$ cat config.mk
export PLATFORM = sky130hd
export DESIGN_NAME = var_write_arbiter_flat
export DESIGN_NICKNAME = d
export VERILOG_FILES = /design/src/rtl/var_write_arbiter_if.sv /design/src/rtl/var_write_arbiter.sv /design/src/flat_wrapper.sv
export SDC_FILE = /design/constraint.sdc
export NUM_CORES = 1
export LEC_CHECK = 0
export ABC_AREA = 0
export CORE_UTILIZATION = 43
export CTS_BUF_LIST = sky130_fd_sc_hd__clkbuf_8
export DETAILED_ROUTE_END_ITERATION = 16
export MAX_ROUTING_LAYER = met4
export PLACE_DENSITY = 0.91
export SLEW_MARGIN = 40
export SYNTH_ARGS = -nofsm -noshare
export SYNTH_HDL_FRONTEND = slang
export SYNTH_SLANG_ARGS = --single-unit
$ cat constraint.sdc
create_clock -name clk -period 9.15 [get_ports clk]
set_input_delay 2.745 -clock clk [delete_from_list [all_inputs] [get_ports clk]]
set_output_delay 2.745 -clock clk [all_outputs]
set_load 0.05 [all_outputs]
$ cat src/rtl/var_write_arbiter_if.sv
// ----------------------------------------------------------------------------
// var_write_arbiter_if
// Bundles the request/grant signals and the shared-variable outputs of
// var_write_arbiter. The requester side uses the master modport and the
// arbiter uses the slave modport.
//
// Signals:
//   req          [NREQ]        per-requester request
//   lock         [NREQ]        per-requester burst-lock request
//   op           [NREQ]        per-requester op: 0 = load data, 1 = invert q
//   data         [NREQ*WIDTH]  per-requester load data, slice i = [i*WIDTH +: WIDTH]
//   gnt          [NREQ]        one-hot grant (combinational)
//   q            [WIDTH]       shared variable (registered)
//   owned        1             a locked owner holds the resource
//   conflict_cnt [CNT_W]       saturating count of cycles with >1 request
// ----------------------------------------------------------------------------
interface var_write_arbiter_if #(
    parameter int NREQ  = 4,
    parameter int WIDTH = 32,
    parameter int CNT_W = 16
);
    logic [NREQ-1:0]       req;
    logic [NREQ-1:0]       lock;
    logic [NREQ-1:0]       op;
    logic [NREQ*WIDTH-1:0] data;
    logic [NREQ-1:0]       gnt;
    logic [WIDTH-1:0]      q;
    logic                  owned;
    logic [CNT_W-1:0]      conflict_cnt;

    modport master (
        output req, lock, op, data,
        input  gnt, q, owned, conflict_cnt
    );

    modport slave (
        input  req, lock, op, data,
        output gnt, q, owned, conflict_cnt
    );
endinterface

$ cat src/rtl/var_write_arbiter.sv
// ----------------------------------------------------------------------------
// var_write_arbiter
// Sole writer of a shared WIDTH-bit variable q. NREQ requesters ask to load
// their data or to invert q; a round-robin arbiter grants one per cycle, and
// a granted requester holding lock keeps the grant for up to LOCK_MAX cycles.
//
// Ports:
//   clk   in   rising-edge clock
//   rst   in   asynchronous reset, active-high (also forces gnt to 0 at once)
//   bus   slave modport of var_write_arbiter_if (req/lock/op/data in,
//         gnt/q/owned/conflict_cnt out)
//
// Build option:
//   VAR_ARB_CONFLICT_CNT_EN  when defined, conflict_cnt counts edges with
//                            more than one request (saturating); otherwise
//                            conflict_cnt is tied to 0.
// ----------------------------------------------------------------------------
module var_write_arbiter #(
    parameter int               NREQ      = 4,
    parameter int               WIDTH     = 32,
    parameter logic [WIDTH-1:0] RESET_VAL = WIDTH'(12),
    parameter int               LOCK_MAX  = 8,
    parameter int               CNT_W     = 16
) (
    input  logic               clk,
    input  logic               rst,
    var_write_arbiter_if.slave bus
);
    localparam int IDX_W  = (NREQ > 1) ? $clog2(NREQ) : 1;
    localparam int HOLD_W = $clog2(LOCK_MAX + 1);

    typedef enum logic {S_IDLE, S_OWNED} state_t;

    state_t            r_state, w_state_next;
    logic [IDX_W-1:0]  r_owner, w_owner_next;
    logic [IDX_W-1:0]  r_rr_ptr, w_rr_ptr_next;
    logic [HOLD_W-1:0] r_hold_cnt, w_hold_cnt_next;
    logic [WIDTH-1:0]  r_q;

    logic              w_rr_found;
    logic [IDX_W-1:0]  w_rr_idx;
    logic              w_use_rr;
    logic              w_gnt_any;
    logic [IDX_W-1:0]  w_gnt_idx;
    logic [WIDTH-1:0]  w_data [NREQ];

    genvar gi;
    generate
        for (gi = 0; gi < NREQ; gi++) begin : g_slot
            assign w_data[gi] = bus.data[gi*WIDTH +: WIDTH];
            // Grant is masked by rst so it drops immediately on async reset.
            assign bus.gnt[gi] = w_gnt_any && !rst && (w_gnt_idx == IDX_W'(gi));
        end
    endgenerate

    // Round-robin search: first active request at rr_ptr, rr_ptr+1, ... mod NREQ.
    always_comb begin
        int               cand;
        logic [IDX_W-1:0] cand_idx;
        w_rr_found = 1'b0;
        w_rr_idx   = '0;
        for (int k = 0; k < NREQ; k++) begin
            cand = int'(r_rr_ptr) + k;
            if (cand >= NREQ) cand = cand - NREQ;
            cand_idx = IDX_W'(cand);
            if (!w_rr_found && bus.req[cand_idx]) begin
                w_rr_found = 1'b1;
                w_rr_idx   = cand_idx;
            end
        end
    end

    // Next-state and grant selection.
    always_comb begin
        w_state_next    = r_state;
        w_owner_next    = r_owner;
        w_hold_cnt_next = r_hold_cnt;
        w_use_rr        = 1'b0;
        w_gnt_any       = 1'b0;
        w_gnt_idx       = '0;

        case (r_state)
            S_IDLE: begin
                w_use_rr = 1'b1;
            end
            S_OWNED: begin
                w_state_next    = S_IDLE;
                w_hold_cnt_next = '0;
                if (r_hold_cnt == HOLD_W'(LOCK_MAX)) begin
                    // Forced release: the owner is not granted; others arbitrate
                    // this same cycle and the owner already ranks last.
                    w_use_rr = 1'b1;
                end else if (bus.req[r_owner]) begin
                    w_gnt_any = 1'b1;
                    w_gnt_idx = r_owner;
                    if (bus.lock[r_owner]) begin
                        w_state_next    = S_OWNED;
                        w_hold_cnt_next = r_hold_cnt + HOLD_W'(1);
                    end
                end
            end
            default: begin
                w_state_next    = S_IDLE;
                w_hold_cnt_next = '0;
            end
        endcase

        if (w_use_rr && w_rr_found) begin
            w_gnt_any = 1'b1;
            w_gnt_idx = w_rr_idx;
            if (bus.lock[w_rr_idx]) begin
                w_state_next    = S_OWNED;
                w_owner_next    = w_rr_idx;
                w_hold_cnt_next = HOLD_W'(1);
            end
        end
    end

    always_comb begin
        w_rr_ptr_next = r_rr_ptr;
        if (w_gnt_any) begin
            w_rr_ptr_next = (w_gnt_idx == IDX_W'(NREQ - 1)) ? '0 : w_gnt_idx + IDX_W'(1);
        end
    end

    always_ff @(posedge clk or posedge rst) begin
        if (rst) begin
            r_state    <= S_IDLE;
            r_owner    <= '0;
            r_rr_ptr   <= '0;
            r_hold_cnt <= '0;
            r_q        <= RESET_VAL;
        end else begin
            r_state    <= w_state_next;
            r_owner    <= w_owner_next;
            r_rr_ptr   <= w_rr_ptr_next;
            r_hold_cnt <= w_hold_cnt_next;
            if (w_gnt_any) begin
                r_q <= bus.op[w_gnt_idx] ? ~r_q : w_data[w_gnt_idx];
            end
        end
    end

    assign bus.q     = r_q;
    assign bus.owned = (r_state == S_OWNED);

`ifdef VAR_ARB_CONFLICT_CNT_EN
    localparam int PC_W = $clog2(NREQ + 1);

    logic [PC_W-1:0]  w_req_pop;
    logic [CNT_W-1:0] r_conflict_cnt;

    always_comb begin
        w_req_pop = '0;
        for (int k = 0; k < NREQ; k++) begin
            w_req_pop = w_req_pop + PC_W'(bus.req[k]);
        end
    end

    always_ff @(posedge clk or posedge rst) begin
        if (rst) begin
            r_conflict_cnt <= '0;
        end else if ((w_req_pop > PC_W'(1)) && (r_conflict_cnt != '1)) begin
            r_conflict_cnt <= r_conflict_cnt + CNT_W'(1);
        end
    end

    assign bus.conflict_cnt = r_conflict_cnt;
`else
    assign bus.conflict_cnt = '0;
`endif

endmodule

$ cat src/flat_wrapper.sv
// flat-port wrapper written by rule: the top's interface ports become plain ports
module var_write_arbiter_flat 
#(
    parameter int               NREQ      = 4,
    parameter int               WIDTH     = 32,
    parameter logic [WIDTH-1:0] RESET_VAL = WIDTH'(12),
    parameter int               LOCK_MAX  = 8,
    parameter int               CNT_W     = 16
)
  (clk, rst, bus_req, bus_lock, bus_op, bus_data, bus_gnt, bus_q, bus_owned, bus_conflict_cnt);
  var_write_arbiter_if #(.NREQ(NREQ), .WIDTH(WIDTH), .CNT_W(CNT_W)) bus_i ();
  input  logic clk;
  input  logic rst;
  input wire logic [$bits(bus_i.req)-1:0] bus_req;
  input wire logic [$bits(bus_i.lock)-1:0] bus_lock;
  input wire logic [$bits(bus_i.op)-1:0] bus_op;
  input wire logic [$bits(bus_i.data)-1:0] bus_data;
  output wire logic [$bits(bus_i.gnt)-1:0] bus_gnt;
  output wire logic [$bits(bus_i.q)-1:0] bus_q;
  output wire logic [$bits(bus_i.owned)-1:0] bus_owned;
  output wire logic [$bits(bus_i.conflict_cnt)-1:0] bus_conflict_cnt;
  assign bus_i.req = bus_req;
  assign bus_i.lock = bus_lock;
  assign bus_i.op = bus_op;
  assign bus_i.data = bus_data;
  assign bus_gnt = bus_i.gnt;
  assign bus_q = bus_i.q;
  assign bus_owned = bus_i.owned;
  assign bus_conflict_cnt = bus_i.conflict_cnt;
  var_write_arbiter #(.NREQ(NREQ), .WIDTH(WIDTH), .RESET_VAL(RESET_VAL), .LOCK_MAX(LOCK_MAX), .CNT_W(CNT_W)) u_core (.clk(clk), .rst(rst), .bus(bus_i));
endmodule
-- Word level (Yosys, flattened, before mapping)
Cells that the tools add are included.
- logic and storage cells: 103
- register bits after elaboration: 41
- input bits: 142
- multiplexer cells: 55
- $lt $le $gt $ge: 12
- bitwise logic cells: 3
- equality and inequality tests: 4
- reduce and logical (&&, ||, !) cells: 15
- add/subtract/negate cells: 9
- operators by type and width (kind ; number):
    2-to-1 mux 32 bit ; 3
    binary-select mux 32 bit (select 2 bit) ; 1
    inverter 32 bit ; 1
    2-to-1 mux 2 bit ; 13
    2-to-1 mux 4 bit ; 6
    2-to-1 mux 1 bit ; 23
    less-than comparator 2 x 3 -> 1 bit (second input constant) ; 7
    binary-select mux 1 bit (select 2 bit) ; 8
    >= comparator 3 bit (second input constant) ; 4
    logical AND 1 bit ; 9
    subtractor 2 x 1 -> 2 bit (second input constant) ; 4
    adder 2 x 2 -> 3 bit (second input constant) ; 2
    adder 4 x 1 -> 4 bit (second input constant) ; 1
    == test 2 bit (second input constant) ; 2
    == test 4 bit (second input constant) ; 1
    logical NOT 1 bit ; 4
    adder 2 x 1 -> 3 bit (second input constant) ; 1
    >= comparator 2 x 3 -> 1 bit (second input constant) ; 1
    inverter 2 -> 3 bit ; 1
    adder 2 x 1 -> 2 bit (second input constant) ; 1
    == test 2 x 1 -> 1 bit (second input constant) ; 1
    logical NOT 2 bit ; 1
    case mux 1 bit (2 select lines) ; 1
    AND reduction 2 bit ; 1
    inverter 1 bit ; 1

-- Logic depth before layout (Yosys ltp)
- depth after elaboration: 21
- gate-level depth with buffers: 11
- depth with buffers taken out: 9

-- Worst setup path before layout
No wires, ideal clock.
- kind: input to output
- start point: input port bus_req[2]
- end point: output port bus_gnt[2]
- arrival time: 4.368 ns
- slack: 2.037 ns
- cell stages on the path: 7
- path through: nor2b_1 -> nor2b_1 -> o31ai_2 -> inv_2 -> clkbuf_1 -> ha_1 -> and3_1
- longest elaborated chain between the ends: 16
- ends and longest elaborated chain (element ; line ; RTL):
    start, declared ; flat_wrapper.sv:14 ; input wire logic [$bits(bus_i.req)-1:0] bus_req;
    binary-select mux 1 bit (select 2 bit) ; var_write_arbiter.sv:66 ; if (!w_rr_found && bus.req[cand_idx]) begin
    2-to-1 mux 1 bit (not written as such) ; var_write_arbiter.sv:66 ;
    2-to-1 mux 1 bit ; var_write_arbiter.sv:66 ;
    logical NOT 1 bit ; var_write_arbiter.sv:66 ;
    logical AND 1 bit ; var_write_arbiter.sv:66 ;
    2-to-1 mux 1 bit ; var_write_arbiter.sv:66 ;
    logical NOT 1 bit ; var_write_arbiter.sv:66 ;
    logical AND 1 bit ; var_write_arbiter.sv:66 ;
    2-to-1 mux 1 bit ; var_write_arbiter.sv:66 ;
    logical NOT 1 bit ; var_write_arbiter.sv:66 ;
    logical AND 1 bit ; var_write_arbiter.sv:66 ;
    2-to-1 mux 1 bit ; var_write_arbiter.sv:66 ;
    logical AND 1 bit ; var_write_arbiter.sv:108 ; if (w_use_rr && w_rr_found) begin
    2-to-1 mux 2 bit or 2-to-1 mux 1 bit (tied branches) ; var_write_arbiter.sv:108 ;
    == test 2 bit or logical AND 1 bit (tied branches) ; var_write_arbiter.sv:52 ; assign bus.gnt[gi] = w_gnt_any && !rst && (w_gnt_idx == IDX_W'(gi));
    logical AND 1 bit (*) ; var_write_arbiter.sv:52 ;
    end, declared ; flat_wrapper.sv:18 ; output wire logic [$bits(bus_i.gnt)-1:0] bus_gnt;
Every way passes the cells marked *; elsewhere a longest branch is shown, timed or not. The select of a mux whose other input is x is not followed.

-- Final worst setup path
- start point: input port bus_req[1]
- end point: output port bus_gnt[2]
Same word-level chain as after synthesis.

==> results.cfg <==
[placement]
numPortBuffers = 178
dp_hpwl_um = 7663
post-place-cells = 616
place_congestion = 0.8136

[power]
pwr-share-seq = 0.191
power.density_nw_per_um2 = 355.5
pwr-share-clk = 0.062
switching_power_w = 0.0009639
ir_worst_vdd_uv = 244.1
combPwrFrac = 0.748
sw_frac_of_total = 0.5077
p_int_w = 0.0009348
p_leak_nw = 2.244

[final_layout]
n_antenna_cell = 0
layout_commonest_cell = clkdlybuf4s50_1
layout.cells.non_filler = 624
layout_common_cells = clkdlybuf4s50_1, mux2i_1, nand2_1
post-route-util = 0.6840
syn2layout_area_growth_pct = 52.70
nets = 669
drive_above_1_share = 0.1245
fillers = 602

[route]
drc_errors = 0
ant_nets = 0
viasPerCell = 5.361
firstDrtPassIters = 4
drt-total-wl_um = 10050
vias = 3345
wl_per_cell_um = 16.11
drt-initial-drc-count = 110

[clocking]
numCtsBuffers = 5
clk_latency_ns = 0.29
root_buffer = clkbuf_8
cts_resized = 0
tritoncts = built
clock-sinks = 41
clk_path_buf_depth = 2
postCtsHoldBufs = 0
cts.htree.levels = 2
cts_setup_buffers = 0
path_clk_slew_ns = 0.07

[synth]
synth.distinct_cells = 41
ys_seq_area_frac = 0.2941
async_reset_ff_frac = 1.000
synthesis.instances = 359
synth_area_um2 = 3497
synth_edf_count = 0
ys_ff_latch = 41
syn_area_per_cell_um2 = 9.741
yosysWarnings = 0
synth_top_flop_cell = dfrtp_1

[timing]
clock_skew_ns = 0.006098
hold_viol = 0
worst_pin_slew_ns = 0.6509
setup_viol_count_final = 0
post-route-period-util = 0.9065
slew_viol_final = 0
rsz0062_at_grt = false
slew_headroom = 0.5661
fin_crit_ns = 8.295
fmax_mhz = 120.6
final.setup.tns_ns = 0

[global_route]
track_usage = 0.2461
grt_antenna_before_repair = 0
grt_max_degree = 46
globalRouteOverflowTotal = 0
grt_pass1_vias = 3385
grt_pass1_wl_um = 16370

[worst_setup_path]
reg2reg_to = u_core.bus.q[22]
startpoint_type = primary input
r2r_setup_slack_ns = 5.99
required_ns = 6.41
timing.critical_path.buf_inv = 3
cpMostUsedCell = clkdlybuf4s50_1
worstSetupPathType = primary input to output port
crit_chain = clkdlybuf4s50_1 > a21boi_1 > o22ai_1 > o31ai_2 > inv_2 > ha_1 > and3_1 > clkdlybuf4s50_1
cp-startpoint = bus_req[1]
crit_path_top_delay_cell = clkdlybuf4s50_1
critPathMaxStageDelay_ns = 0.70
reg2reg_from = u_core.r_hold_cnt[0]
rr_worst_depth = 10
cp_num_cells = 8
crit_family = buffers and inverters
end_kind = output port
crit_fanout = 17
worstPathArrival_ns = 5.55
endpoint = bus_gnt[2]

[worst_hold_path]
hp-class = flop to flop
worstHoldStart = u_core.bus.q[27]

[die]
die_x_um = 92.18
fp-row-count = 32
fp.coreArea_um2 = 7807
ios = 195
start_util = 0.4479
die-area_um2 = 8497
fp.dieH_um = 92.18

[outcome]
outcome = complete, no violations

[job]
max-cap-violations = 0
==> through the flow <==
stage               setup WS (ns)  hold slack, ns  power, W  area (um^2)
floorplan                   2.037          0.5283  0.001417         3553
global placement            1.018          0.4810  0.001748         5253
detailed placement         0.8878          0.4947  0.001790         5254
CTS                        0.8724          0.5152  0.001913         5340
global route               0.6534          0.5434  0.002026         5340
finish                     0.8553          0.5129  0.001899         5340
==> area by class of cell <==
cell class	instances	area [um^2]	share of cell area
well taps	102	127.6	0.02390
clock inverters	3	17.52	0.003280
repair buffers	184	1827	0.3421
inverters	10	37.54	0.007029
multi-input cells	279	2233	0.4182
clock buffers	5	68.82	0.01289
flip-flops and latches	41	1028	0.1926
==> power groups by stage <==
stage / registers, W / clock network, W / logic, W
floorplan: 0.000599 / 0 / 0.000818
global placement: 0.000358 / 0 / 0.00139
detailed placement: 0.000364 / 0 / 0.00143
CTS: 0.000361 / 0.000120 / 0.00143
global route: 0.000376 / 0.000131 / 0.00152
finish: 0.000362 / 0.000117 / 0.00142
==> logic make-up after synthesis <==
kind of cell / count (synthesis) / share of synthesized area
mux: 105 / 0.3170
simple gates: 98 / 0.1481
buf+inv: 54 / 0.08480
flops: 41 / 0.2941
compound gates: 54 / 0.1335
other cells: 1 / 0.001072
fa+ha+maj: 6 / 0.02147
==> routing by layer <==
metal  GRT usage  vias to the layer above  share of wire  wire length [um]
met5           -                        -              0                 0
met4     0.05339                        0          0.014               137
met3     0.04312                       12          0.063               638
met2      0.4378                      130           0.51              5103
met1      0.2900                     1600           0.42              4171
li1            -                     1603              -                 -
==> synth_stat cells (all sizes together), types with 2 or more instances <==
cell	count	area, um^2
mux2i	68	680.7
nand2	43	161.4
dfrtp	39	975.9
mux2	36	405.4
nand2b	34	212.7
o221ai	32	280.3
buf	31	210.2
clkbuf	13	48.80
inv	10	37.54
ha	6	75.07
and3	5	31.28
a21boi	4	30.03
o21ai	4	20.01
a211oi	3	22.52
nand3b	3	35.03
nor2b	3	18.77
a211o	2	17.52
a21oi	2	10.01
and2	2	12.51
dfstp	2	52.55
nand4	2	12.51
o221a	2	22.52
o31ai	2	33.78
or2	2	12.52
==> tightest hold or removal path: stages (launching register included) <==
cell and delay, ns:
dfrtp_1 0.36, nand2_1 0.06, o221ai_1 0.06
==> worst min path at each step <==
| stage | to | slack (ns) | cells past startpoint |
|---|---|---|---|
| floorplan | u_core.r_hold_cnt[2] | 0.53 | 2 |
| global placement | u_core.bus.q[27] | 0.48 | 2 |
| detailed placement | u_core.bus.q[27] | 0.49 | 2 |
| CTS | u_core.bus.q[27] | 0.52 | 2 |
| global route | u_core.bus.q[0] | 0.54 | 2 |
| finish | u_core.bus.q[27] | 0.51 | 2 |
==> registers in the layout (all words and copies together) (netlist names) <==
| name | cells |
|---|---|
| u_core.bus.q | 32 |
| u_core.r_hold_cnt | 4 |
| u_core.r_owner | 2 |
| u_core.r_rr_ptr | 2 |
| u_core.bus.owned | 1 |
(Power assumes the default switching activity.)
